<file path="config.mk">
export PLATFORM = sky130hd
export DESIGN_NAME = mfp_uart_cmd_controller
export DESIGN_NICKNAME = d
export VERILOG_FILES = /design/src/rtl/mfp_uart_cmd_controller.sv
export SDC_FILE = /design/constraint.sdc
export NUM_CORES = 1
export LEC_CHECK = 0
export CORE_UTILIZATION = 40
export DETAILED_ROUTE_END_ITERATION = 16
export PLACE_DENSITY = 0.7
export SLEW_MARGIN = 5
export SYNTH_ARGS = -nofsm -noshare
export SYNTH_HDL_FRONTEND = slang
export SYNTH_SLANG_ARGS = --single-unit
</file>
<file path="constraint.sdc">
create_clock -name clock -period 2.9 [get_ports clock]
set_input_delay 0.29 -clock clock [delete_from_list [all_inputs] [get_ports clock]]
set_output_delay 0.29 -clock clock [all_outputs]
set_load 0.01 [all_outputs]
</file>
<file path="src/rtl/mfp_uart_cmd_controller.sv">
// Sequences UART receiver bytes through a 5-byte command frame (sync, addr, hi, lo, csum)
// and issues a register write for each frame whose XOR checksum matches.
module mfp_uart_cmd_controller #(
  parameter int unsigned clock_frequency = 50000000,
  parameter int unsigned baud_rate       = 9600,
  parameter int unsigned timeout_symbols = 20,
  parameter logic [7:0]  sync_byte       = 8'hA5
) (
  input  logic        clock,
  input  logic        reset,
  input  logic [7:0]  byte_data,
  input  logic        byte_ready,
  output logic        wr_en,
  output logic [7:0]  wr_addr,
  output logic [15:0] wr_data,
  output logic        frame_error,
  output logic [7:0]  error_count,
  output logic        busy
);

  localparam logic [31:0] gap_timeout = 32'((clock_frequency / baud_rate) * timeout_symbols);

  typedef enum logic [2:0] {HUNT, ADDR, DHI, DLO, CSUM} state_t;

  state_t      state;
  logic [31:0] gap_timer;
  logic [7:0]  addr_q;
  logic [7:0]  dhi_q;
  logic [7:0]  dlo_q;

  always_ff @(posedge clock or posedge reset) begin
    if (reset) begin
      state       <= HUNT;
      gap_timer   <= '0;
      addr_q      <= '0;
      dhi_q       <= '0;
      dlo_q       <= '0;
      wr_en       <= 1'b0;
      wr_addr     <= '0;
      wr_data     <= '0;
      frame_error <= 1'b0;
      error_count <= '0;
      busy        <= 1'b0;
    end else begin
      wr_en       <= 1'b0;
      frame_error <= 1'b0;
      if (gap_timer != '0)
        gap_timer <= gap_timer - 32'd1;

      // Expiry is detected one cycle early so the registered error lands as the timer hits 0;
      // a byte arriving in that same cycle takes priority.
      if (state != HUNT && !byte_ready && gap_timer <= 32'd1) begin
        state       <= HUNT;
        busy        <= 1'b0;
        frame_error <= 1'b1;
        if (error_count != 8'hFF)
          error_count <= error_count + 8'd1;
      end else if (byte_ready) begin
        case (state)
          HUNT: begin
            if (byte_data == sync_byte) begin
              state     <= ADDR;
              busy      <= 1'b1;
              gap_timer <= gap_timeout;
            end
          end
          ADDR: begin
            addr_q    <= byte_data;
            state     <= DHI;
            gap_timer <= gap_timeout;
          end
          DHI: begin
            dhi_q     <= byte_data;
            state     <= DLO;
            gap_timer <= gap_timeout;
          end
          DLO: begin
            dlo_q     <= byte_data;
            state     <= CSUM;
            gap_timer <= gap_timeout;
          end
          CSUM: begin
            state <= HUNT;
            busy  <= 1'b0;
            if (byte_data == (addr_q ^ dhi_q ^ dlo_q)) begin
              wr_en   <= 1'b1;
              wr_addr <= addr_q;
              wr_data <= {dhi_q, dlo_q};
            end else begin
              frame_error <= 1'b1;
              if (error_count != 8'hFF)
                error_count <= error_count + 8'd1;
            end
          end
          default: begin
            state <= HUNT;
            busy  <= 1'b0;
          end
        endcase
      end
    end
  end

endmodule

</file>
=== After elaboration in Yosys (flattened, before gate mapping) ===
Index checks and enable logic that the tools add are counted.

* Bits of input ports: 11
* Register bits: 94

* Add/sub/neg operators: 2
* Equal/unequal tests: 10
* $lt $le $gt $ge: 1
* Muxes and demuxes: 26
* Reductions and logical operators: 16
* Bitwise gates (word level): 3

{| class="wikitable"
|+ Operators with widths
! operator !! count
|-
| two-way mux 32 bit || 4
|-
| one-hot mux 32 bit (2 select lines) || 1
|-
| two-way mux 8 bit || 5
|-
| <= comparator 32 x 1 -> 1 bit (second input constant) || 1
|-
| nonzero test 32 bit || 1
|-
| subtractor 32 x 1 -> 32 bit (second input constant) || 1
|-
| bitwise XOR 8 bit || 2
|-
| AND reduction 3 bit || 5
|-
| one-hot mux 3 bit (4 select lines) || 1
|-
| two-way mux 1 bit || 11
|-
| two-way mux 3 bit || 3
|-
| adder 8 x 1 -> 8 bit (second input constant) || 1
|-
| == test 8 bit || 1
|-
| == test 8 bit (second input constant) || 1
|-
| inequality test 8 bit (second input constant) || 1
|-
| == test 3 x 2 -> 1 bit (second input constant) || 2
|-
| AND reduction 4 bit || 1
|-
| nonzero test 2 bit || 2
|-
| == test 3 x 1 -> 1 bit (second input constant) || 1
|-
| == test 3 bit (second input constant) || 1
|-
| logical NOT 3 bit || 1
|-
| inequality test 3 bit (second input constant) || 1
|-
| nonzero test 3 bit || 1
|-
| OR reduction 3 bit || 1
|-
| other kinds (7) || 8
|}

=== Longest topological paths before layout ===
* Depth in word-level cells: 7
* Mapped depth: 10
* Depth with buffers taken out: 8

=== Worst setup path before layout ===
Ideal clock, no wire load.

* Path kind: flip-flop to flip-flop
* Start point: reg gap_timer[20]
* End point: reg gap_timer[12]
* Cell stages (with the launch flop): 11
* Setup slack: 86 ps
* Data required time: 2767 ps
* Arrival time: 2680 ps
* Path through: dfrtp_1 > or4_1 > clkbuf_1 > or4_1 > buf_2 > or4_4 > buf_6 > buf_6 > o2111ai_2 > xor2_1 > nand2_1

* Word-level cells in the longest chain between the ends: 6

{| class="wikitable"
|+ Ends and longest elaborated chain
! what !! RTL line !! source
|-
| start: declaration || 26 || <nowiki>logic [31:0] gap_timer;</nowiki>
|-
| start signal: assignment || 48 || <nowiki>gap_timer <= gap_timer - 32'd1;</nowiki>
|-
| start signal: assignment || 64 || <nowiki>gap_timer <= gap_timeout;</nowiki>
|-
| start signal: assignment || 70 || <nowiki>gap_timer <= gap_timeout;</nowiki>
|-
| parallel branches: the longest is 5 deep, another holds <= comparator 32 x 1 -> 1 bit || - ||
|-
| two-way mux 32 bit (*) || 52 || <nowiki>if (state != HUNT && !byte_ready && gap_timer <= 32'd1) begin</nowiki>
|}

Mark *: on every way between the ends.
A chain may end at the register's enable or synchronous reset.

=== Final worst setup path ===
* Start point: reg gap_timer[20]
* End point: reg gap_timer[16]

The elaborated chain is that of the path after synthesis.

==> impl_summary.txt <==
----------------------------------------------------
[Detailed routing]
  Count of vias placed by the detailed router ... around 3000
  Total wire length ... a little over 9000 µm
  Post-route ant nets ... 0
  Initial DRT Pass Iterations ... 6
  WL/cell ... about 15 µm
  Routed via count divided by cell count ... 5.22
  Number of remaining DRC errors ... 0
  First DRT Iteration DRCs ... 118

[Synth]
  Share of async-settable or async-resettable flops after synthesis ... 100%
  Synth Area in XOR/XNOR ... a little over a tenth
  Proportion of synthesized area in mux cells ... between 10% and 20%
  Synth Net Count ... approximately 410
  Share of the synthesized area in the top cell type ... between 50% and 60%
  Cell Area, Synth ... between 4000 and 5000 µm²
  Total of warnings raised by yosys ... 0
  Predominant post-synthesis flop cell ... sky130_fd_sc_hd__dfrtp_1
  Cell type with the largest total area after synthesis ... sky130_fd_sc_hd__dfrtp_1
  Post-synth EDFFs ... 0
  Leading cell type by number of instances after synthesis ... sky130_fd_sc_hd__dfrtp_1
  Dominant combinational cell family by area after synthesis ... simple AND/OR/NAND/NOR gates
  Compound-gate portion of the synthesized area ... under 10%
  Post-synthesis cell type count ... between 40 and 50
  Cell types with the highest counts after synthesis ... sky130_fd_sc_hd__dfrtp_1, sky130_fd_sc_hd__mux2_2, sky130_fd_sc_hd__nor2_1, sky130_fd_sc_hd__xor2_1, sky130_fd_sc_hd__xnor2_1
  Average footprint of a synthesized cell ... 11.6 µm²
  Post-synthesis instance total ... 390
  Sequential-to-total area share from yosys stat ... a little over half
  Adder and majority cell fraction of the synthesized area ... 1.11%
  #FFs+latches synth ... 94
  Fraction of the mapped netlist area in simple logic gates ... 13.6%
  Top cells by area in the synthesized netlist ... sky130_fd_sc_hd__dfrtp_1, sky130_fd_sc_hd__mux2_2, sky130_fd_sc_hd__xor2_1

[Placed design]
  Routability congestion estimate ... just under 0.8
  Placed cell count ... between 500 and 600
  Detail Placement HPWL ... between 6000 and 7000 µm
  I/O Buffers ... 45

[Power]
  Power per cell area ... 809 nW/µm²
  Portion of total power attributed to the clock network ... 25.7%
  Fraction of power spent switching nets ... 34.8%
  Internal power component ... 0.00290 W
  P_sw ... roughly 0.0015 W
  Comb power frac ... between 30% and 40%
  Sequential group share of total power ... about two fifths
  Peak supply drop ... around 370 µV
  P_leak ... ~2.4 nW

[Timing]
  Post-route fraction of the period consumed by the critical path ... between 90 and 100%
  Setup total negative slack ... 0 ns
  Top achievable clock speed ... about 0.36 GHz
  Final period demand of the worst path ... about 2.8 ns
  Setup clock skew after layout ... 0.00551 ns
  Final hold violations ... 0
  Total setup violations reported at the end of the flow ... 0
  Final hold slack ... 0.348 ns
  Slew margin rel. ... between 50 and 60%
  Setup repair after global routing missed its margin ... false
  Worst-margin pin slew ... around 0.67 ns
  Slew Limit Fails ... 0

[CTS]
  Clock edge transition at the registers on the reported setup and hold paths ... 0.07 ns
  Clock buffers created by TritonCTS ... 9
  Sinks on Clock Net ... 94
  Later-pin clock latency in the skew report ... roughly 0.34 ns
  Number of levels in the clock H-tree ... 3
  Clk buf depth ... 2
  TritonCTS clock tree ... yes
  Root buffer selected by CTS ... sky130_fd_sc_hd__clkbuf_16

[Global route]
  Sum of overflow across all layers after global routing ... 0
  Overall fraction of global-route tracks in use ... between 15 and 20%
  Initial antenna violation count ... 0
  Largest net degree at the start of global routing ... 40
  First-pass GRT wire length ... about 15000 µm
  Number of global-route vias before repair ... roughly 3200

[Worst setup path]
  Reg-to-Reg Start ... gap_timer[20]
  CP required ... between 3 and 4 ns
  Cell type of the slowest stage on the worst timing path ... sky130_fd_sc_hd__or4_4
  Number of cells traversed by the worst register-to-register path ... 6
  Startpoint of the worst setup timing path ... gap_timer[20]
  Worst r2r dst ... gap_timer[16]
  Launching element type of the critical path ... flop
  Setup slack of the most critical reg-to-reg path ... approximately 0.13 ns
  CP peak stage delay ... between 0.6 and 0.7 ns
  Critical-path cell list ... or4_4 -> or4_1 -> or4_4 -> o2111ai_2 -> or4_1 -> nand3_1
  Biggest fanout along the worst timing path ... 13
  Last element of the critical path ... gap_timer[16]
  Critical path class ... reg -> reg
  Crit. End Element ... flop
  Signal arrival time at the worst endpoint ... just under 3 ns

[Die]
  # rows ... 38
  Vert. Die Dim ... ~110 µm
  Area inside the core boundary ... between 10000 and 15000 µm²
  Width of the chip ... roughly 110 µm
  Starting density of the core ... 41.3%
  Die outline area ... 11700 µm²
  Top-level I/O count ... 46

[Status]
  Result of the run ... complete, no violations

[Final layout]
  Total inserted antenna cells ... 0
  Share of post-route cells with drive strength above 1 ... between 20% and 30%
  Final #Nets ... between 400 and 500
  Area growth from synthesis to layout ... 21.5%
  Final cell count without fillers ... 591

[Job]
  Maximum Capacitance Violations ... 0

[Worst hold path]
  Hold crit path type ... in -> async

----------------------------------------------------
-- stage by stage --
stage          instance area, µm²  util [%]  worst slack [ns]  total power [W]
6_report                     5490      50.2             0.129          0.00444
5_1_grt                      5490      50.2            0.0385          0.00471
3_3_place_gp                 5180      47.4             0.127          0.00325
3_5_place_dp                 5180      47.4            0.0747          0.00331
2_1_floorplan                4520         -            0.0865          0.00291
4_1_cts                      5470      50.0            0.0568          0.00448
-- power groups by stage --
stage	sequential [W]	clock (W)	combinational, W
6_report	0.00186	0.00114	0.00143
5_1_grt	0.00191	0.00122	0.00158
4_1_cts	0.00187	0.00117	0.00144
3_5_place_dp	0.00189	0	0.00142
3_3_place_gp	0.00187	0	0.00138
2_1_floorplan	0.00182	0	0.00109
-- registers in the layout, indices dropped and copies added, names as in the netlist --
| register | flops |
|---|---|
| wr_en | 1 |
| busy | 1 |
| error_count | 8 |
| wr_data | 16 |
| state | 3 |
| frame_error | 1 |
| addr_q | 8 |
| dlo_q | 8 |
| wr_addr | 8 |
| gap_timer | 32 |
| dhi_q | 8 |
-- cells by family (layout without fill, tap and decap cells) --
| kind of cell | after synthesis | after routing |
|---|---|---|
| xor gates and xnor gates | 54 | 54 |
| and+or+nand+nor | 118 | 119 |
| muxes | 50 | 50 |
| DFF | 94 | 94 |
| adders and majority gates | 4 | 4 |
| AOI/OAI and AO/OA | 40 | 40 |
| buffers and inverters | 30 | 90 |
-- worst max-delay path: cells and delay by family (launching register included) --
kind,cells,cell delay (ns)
and+or+nand+nor,5,1.94
AOI/OAI and AO/OA,1,0.27
DFF,1,0.40
-- cell type report --
class / instances / area, µm²
Clock buffer: 9 / 225
Clock inverter: 7 / 62.6
Fill cell: 973 / 5450
Inverter: 13 / 50.0
Multi-Input combinational cell: 267 / 2050
Sequential cell: 94 / 2350
Tap cell: 140 / 175
Timing Repair Buffer: 61 / 571
-- repair_timing --
action | in CTS | in global routing
hold buffers | 0 | 0
setup endpoints to repair | 0 | 10
resized for setup | 0 | 4
setup buffers | 0 | 0
hold endpoints to repair | 0 | 0
-- cell usage in the layout, fill, tap and decap left out, types with 5 or more instances in the layout --
master	netlist	layout
sky130_fd_sc_hd__xor2_1	29	29
sky130_fd_sc_hd__nand2_1	21	21
sky130_fd_sc_hd__xnor2_1	25	25
sky130_fd_sc_hd__o211ai_2	7	7
sky130_fd_sc_hd__nor3_1	11	11
sky130_fd_sc_hd__inv_1	13	12
sky130_fd_sc_hd__buf_4	0	16
sky130_fd_sc_hd__clkdlybuf4s50_1	0	45
sky130_fd_sc_hd__dfrtp_1	94	94
sky130_fd_sc_hd__nand4_1	15	15
sky130_fd_sc_hd__nand3_1	7	7
sky130_fd_sc_hd__or4_1	8	7
sky130_fd_sc_hd__clkbuf_16	0	9
sky130_fd_sc_hd__a21oi_1	5	5
sky130_fd_sc_hd__mux2_2	50	50
sky130_fd_sc_hd__nor2_1	33	33
sky130_fd_sc_hd__o21ai_0	5	5
-- per-layer routing --
| layer | global-route usage [%] | share of wire [%] | routed length (µm) |
|---|---|---|---|
| met5 | 0 | 0 | 0 |
| met4 | 4.44 | 0.85 | 77 |
| met3 | 3.13 | 3.3 | 297 |
| met2 | 28.4 | 49 | 4450 |
| met1 | 22.1 | 47 | 4270 |
-- how the worst min path moves through the flow --
stage / slack [ns] / endpoint / from / depth (start not counted)
2_1_floorplan: 0.44 / dlo_q[0] / byte_data[0] / 1
3_3_place_gp: 0.49 / error_count[5] / error_count[5] / 1
3_5_place_dp: 0.49 / wr_data[11] / wr_data[11] / 1
4_1_cts: 0.37 / dlo_q[1] / reset / 2
5_1_grt: 0.42 / dlo_q[1] / reset / 2
6_report: 0.35 / wr_data[1] / reset / 2
Power figures use the tool's default switching activity.
